## src/rtl/branch_resolver.sv

```systemverilog
// ----------------------------------------------------------------------------
// branch_resolver
//   EX-stage check of the fetch-time BTB prediction against the resolved branch
//   outcome. On a mismatch it raises the redirect/training bus {br_e, br_target}
//   combinationally in the same cycle. A one-shot flag keeps a stalled
//   instruction from redirecting more than once. Saturating counters track
//   resolved branches and issued redirects.
//
// Ports
//   clk                 clock
//   rst                 synchronous, active-high reset
//   i_stall[5:0]        pipeline stall vector; bit 3 set = EX held
//   i_flush             exception flush, kills the EX instruction
//   i_ex_valid          EX holds a real instruction (not a bubble)
//   i_ex_pc[31:0]       PC of the EX instruction
//   i_ex_is_branch      EX instruction is a branch/jump
//   i_ex_taken          resolved direction (1 = taken)
//   i_ex_target[31:0]   resolved taken target
//   i_bp_to_ex_bus[32:0] {bp_e, bp_target} prediction carried from fetch
//   o_br_bus[32:0]      {br_e, br_target} redirect + BTB training request
//   o_cnt_branch        branches resolved (saturating)
//   o_cnt_mispredict    redirects issued (saturating)
// ----------------------------------------------------------------------------
module branch_resolver #(
    parameter int unsigned FALL_OFS = 8,
    parameter int unsigned SEQ_OFS  = 4,
    parameter int unsigned CNT_W    = 32
) (
    input  logic             clk,
    input  logic             rst,
    input  logic [5:0]       i_stall,
    input  logic             i_flush,
    input  logic             i_ex_valid,
    input  logic [31:0]      i_ex_pc,
    input  logic             i_ex_is_branch,
    input  logic             i_ex_taken,
    input  logic [31:0]      i_ex_target,
    input  logic [32:0]      i_bp_to_ex_bus,
    output logic [32:0]      o_br_bus,
    output logic [CNT_W-1:0] o_cnt_branch,
    output logic [CNT_W-1:0] o_cnt_mispredict
);

    localparam logic [CNT_W-1:0] CntMax = '1;

    logic             r_fired;
    logic [CNT_W-1:0] r_cnt_branch;
    logic [CNT_W-1:0] r_cnt_mispredict;

    logic             w_stop;
    logic             w_chk;
    logic             w_bp_e;
    logic [31:0]      w_bp_target;
    logic             w_m1;
    logic             w_m2;
    logic             w_m3;
    logic             w_m4;
    logic             w_br_e;
    logic [31:0]      w_br_target;
    logic             w_retire;
    logic             w_redirected;
    logic             w_unused_stall;

    // Only the EX hold bit matters here.
    assign w_stop         = i_stall[3];
    assign w_unused_stall = ^{i_stall[5:4], i_stall[2:0]};

    assign w_bp_e      = i_bp_to_ex_bus[32];
    assign w_bp_target = i_bp_to_ex_bus[31:0];

    // Gating on rst keeps the bus quiet during reset.
    assign w_chk = ~rst & i_ex_valid & ~i_flush & ~r_fired;

    assign w_m1 = i_ex_is_branch & i_ex_taken & ~w_bp_e;
    assign w_m2 = i_ex_is_branch & i_ex_taken & w_bp_e & (w_bp_target != i_ex_target);
    assign w_m3 = i_ex_is_branch & ~i_ex_taken & w_bp_e;
    assign w_m4 = ~i_ex_is_branch & w_bp_e;

    always_comb begin
        w_br_e      = 1'b0;
        w_br_target = 32'h0;
        if (w_chk) begin
            if (w_m1 | w_m2) begin
                w_br_e      = 1'b1;
                w_br_target = i_ex_target;
            end else if (w_m3) begin
                w_br_e      = 1'b1;
                w_br_target = i_ex_pc + 32'(FALL_OFS);
            end else if (w_m4) begin
                w_br_e      = 1'b1;
                w_br_target = i_ex_pc + 32'(SEQ_OFS);
            end
        end
    end

    assign o_br_bus = {w_br_e, w_br_target};

    // Fired holds across a stall so a held instruction redirects only once.
    always_ff @(posedge clk) begin
        if (rst) begin
            r_fired <= 1'b0;
        end else if (i_flush) begin
            r_fired <= 1'b0;
        end else if (w_br_e && w_stop) begin
            r_fired <= 1'b1;
        end else if (!w_stop) begin
            r_fired <= 1'b0;
        end
    end

    // Counting happens on the cycle the instruction leaves EX.
    assign w_retire     = i_ex_valid & ~i_flush & ~w_stop;
    assign w_redirected = w_br_e | r_fired;

    always_ff @(posedge clk) begin
        if (rst) begin
            r_cnt_branch     <= '0;
            r_cnt_mispredict <= '0;
        end else if (w_retire) begin
            if (i_ex_is_branch && (r_cnt_branch != CntMax)) begin
                r_cnt_branch <= r_cnt_branch + CNT_W'(1);
            end
            if (w_redirected && (r_cnt_mispredict != CntMax)) begin
                r_cnt_mispredict <= r_cnt_mispredict + CNT_W'(1);
            end
        end
    end

    assign o_cnt_branch     = r_cnt_branch;
    assign o_cnt_mispredict = r_cnt_mispredict;

endmodule
```

## config.mk

```make
export PLATFORM = sky130hd
export DESIGN_NAME = branch_resolver
export DESIGN_NICKNAME = d
export VERILOG_FILES = /design/src/rtl/branch_resolver.sv
export SDC_FILE = /design/constraint.sdc
export NUM_CORES = 1
export LEC_CHECK = 0
export CAP_MARGIN = 5
export CORE_MARGIN = 2
export CORE_UTILIZATION = 43
export DETAILED_ROUTE_END_ITERATION = 10
export GPL_ROUTABILITY_DRIVEN = 0
export PLACE_DENSITY_LB_ADDON = 0.1
export SLEW_MARGIN = 20
export SYNTH_ARGS = -nofsm -noshare
export SYNTH_HDL_FRONTEND = slang
export SYNTH_SLANG_ARGS = --single-unit
```

## constraint.sdc

```tcl
create_clock -name clk -period 3.45 [get_ports clk]
set_input_delay 0.69 -clock clk [delete_from_list [all_inputs] [get_ports clk]]
set_output_delay 0.69 -clock clk [all_outputs]
set_load 0.01 [all_outputs]
```

==> flow_metrics.env <==
export IMPL_drc=0
export IMPL_clk_pin_slew_ns=0.07
export IMPL_grt_ovfl_total=0
export IMPL_clk_path_buf_depth=2
export IMPL_fin_crit_sh_pct=98.9
export IMPL_cts_root_buf="clkbuf_8"
export IMPL_grt_pass1_wl_mm=27.4
export IMPL_setup_violations=0
export IMPL_timing_fmax_mhz=293
export IMPL_row_count=38
export IMPL_die_area_um2=11800
export IMPL_cts_buffers=9
export IMPL_fin_crit_ns=3.41
export IMPL_final_nets=1022
export IMPL_grt_util_all_layers_pct=29.1
export IMPL_cp_end_kind="primary output"
export IMPL_avgViaCountPerCell=5.60
export IMPL_drt_first_pass_iters=5
export IMPL_fill_cells=889
export IMPL_antenna_found_initial=0
export IMPL_area_delta_synth_final_pct=65.0
export IMPL_clock_latency_ns=0.35
export IMPL_cts_htree_levels=3
export IMPL_slew_headroom_pct=53.3
export IMPL_path_class="in -> out"
export IMPL_leakage_nw=3.12
export IMPL_vias=5900
export IMPL_avgSynthCellArea_um2=7.50
export IMPL_hold_path_class="reg -> reg"
export IMPL_clkSinkCount=65
export IMPL_tightest_slew_ns=0.701
export IMPL_grt_pass1_vias=5640
export IMPL_dieWidth_um=109
export IMPL_placedCellCount=1032
export IMPL_hold_viol=0
export IMPL_fin_setup_tns_ns=0
export IMPL_start_util_pct=43.9
export IMPL_powerDensity_nw_per_um2=224
export IMPL_peakVddDrop_mv=0.179
export IMPL_ys_seq_elements=65
export IMPL_mostFrequentLayoutCells="clkdlybuf4s50_1 (114), buf_4 (99), nor2_1 (81)"
export IMPL_drive_gt1_share_pct=21.3
export IMPL_fin_ws_ns=0.0370
export IMPL_ys_async_sr_fraction_pct=0
export IMPL_cap_violations=0
export IMPL_finClkSkew_ns=0.00969
export IMPL_routed_wl_mm=17.8
export IMPL_final_common_cell="clkdlybuf4s50_1"
export IMPL_routedWlPerCell_um=16.9
export IMPL_ys_warn_count=0
export IMPL_crit_arrival_ns=2.72
export IMPL_grt_start_max_net_pins=70
export IMPL_synth_nets=742
export IMPL_fp_dieH_um=109
export IMPL_diodes=0
export IMPL_pin_count=206
export IMPL_outcome="finished, final reports clean"
export IMPL_required_ns=2.76
export IMPL_cts_tree="built"
export IMPL_rsz0062_at_grt="true"
export IMPL_numPortBuffers=200
export IMPL_final_antenna_net_count=0
export IMPL_power_mw=1.74
export IMPL_pre_cts_ws_ns=-0.688
export IMPL_synth_distinct_cells=56
export IMPL_path_max_fanout=8
export IMPL_syn_cell_area_um2=4710
export IMPL_synthFlopType="dfxtp_1"
export IMPL_synthCells=629
export IMPL_core_area_um2=10700
export IMPL_maxSlewViolCount=0
export IMPL_critPathLaunchType="input pin"
export IMPL_drtIter0Drc=451
export IMPL_ys_seq_area_share_pct=27.6
export IMPL_rrSetupSlack_ns=0.89
export IMPL_final_instance_count_excl_fill=1054
export IMPL_postCtsHoldBufs=0
export IMPL_synth_edf_count=0
export IMPL_post_dp_hpwl_mm=13.6
==> sequential cells by signal, summed over array words and instances, names as in the netlist <==
name	flops
o_cnt_branch	32
o_cnt_mispredict	32
r_fired	1
==> report_power, final <==
| group | leakage [nW] | internal, mW | switching (mW) |
|---|---|---|---|
| registers | 0.523 | 0.750 | 0.000814 |
| logic | 2.51 | 0.232 | 0.186 |
| clock network | 0.0814 | 0.259 | 0.313 |
| total | 3.12 | 1.24 | 0.499 |
==> through the flow <==
step                hold WS, ns  instance area (um2)  utilization [%]
finish                    0.504                 7780             72.4
CTS                       0.503                 7630             71.0
detailed placement        0.493                 7450             69.3
global route              0.520                 7780             72.4
global placement          0.474                 7450             69.3
floorplan                 0.504                 4710                -
==> repair_timing <==
item	4_1_cts	5_1_grt
pin swaps	16	42
endpoints found under the setup margin	33	33
gates resized for setup	146	72
setup buffers	5	1
==> layout make-up <==
class	count	area (um2)	area share [%]
sequential	65	1300	16.7
clock inverter	7	46.3	0.595
inverter	8	30.0	0.386
tap	140	175	2.25
clock buffer	9	124	1.59
timing repair buffer	303	2730	35.1
multi-input combinational	522	3380	43.4
==> path summary, 6_finish.rpt <==
kind / from / endpoint / cells past startpoint
setup reg to reg: o_cnt_mispredict[5] / o_cnt_mispredict[1] / 8
hold / removal: o_cnt_mispredict[19] / o_cnt_mispredict[19] / 2
hold reg to reg: o_cnt_mispredict[19] / o_cnt_mispredict[19] / 2
setup / recovery: i_ex_target[7] / o_br_bus[20] / 10
==> critical path, stage by stage <==
cell and delay, ns:
clkdlybuf4s50_1 0.50, xnor2_1 0.12, nand4_1 0.20, nor3_2 0.26, nand3_2 0.10, and3_4 0.22
buf_6 0.15, a221oi_4 0.27, nor2_1 0.07, buf_2 0.15
==> cell families after synthesis <==
logic type               Yosys count  synth area share [%]
AO/OA/AOI/OAI                    147                  19.2
flip-flops                        65                  27.6
XOR/XNOR                          68                  12.6
buffers and inverters             42                  4.22
adder cells (fa/ha/maj)            4                  1.06
multiplexers                       6                  1.38
AND/OR/NAND/NOR                  297                  33.9
==> cell usage after synthesis (3+ instances only) <==
cell type | n | area share, %
nor2_1 | 83 | 6.6
dfxtp_1 | 65 | 28
a21oi_1 | 62 | 6.6
xnor2_1 | 43 | 8.0
nand2_1 | 41 | 3.3
nand4_1 | 32 | 4.2
nand3_1 | 31 | 3.3
o21ai_0 | 29 | 3.1
xor2_1 | 25 | 4.6
clkbuf_1 | 22 | 1.8
or3_1 | 20 | 2.7
and4_1 | 16 | 3.0
a22oi_1 | 14 | 2.2
and3_1 | 13 | 1.7
o31ai_1 | 12 | 1.9
and2_1 | 11 | 1.5
or4_1 | 11 | 1.8
inv_1 | 8 | 0.64
nor3b_1 | 8 | 1.3
a31oi_1 | 7 | 0.93
buf_2 | 6 | 0.64
nor3_1 | 6 | 0.64
nor4_1 | 6 | 0.80
ha_1 | 4 | 1.1
mux2_2 | 4 | 0.96
nand2b_1 | 4 | 0.53
a221oi_1 | 3 | 0.56
a311oi_1 | 3 | 0.56
buf_4 | 3 | 0.48
buf_6 | 3 | 0.72
==> metal layers <==
metal  GRT usage [%]  vias to the layer above  wire (um)
li1                -                     2879          -
met1            35.5                     2765       7340
met2            49.2                      216       8630
met3            6.99                       40       1230
met4            11.7                        0        582
met5               0                        -          0
Power figures use the tool's default switching activity.
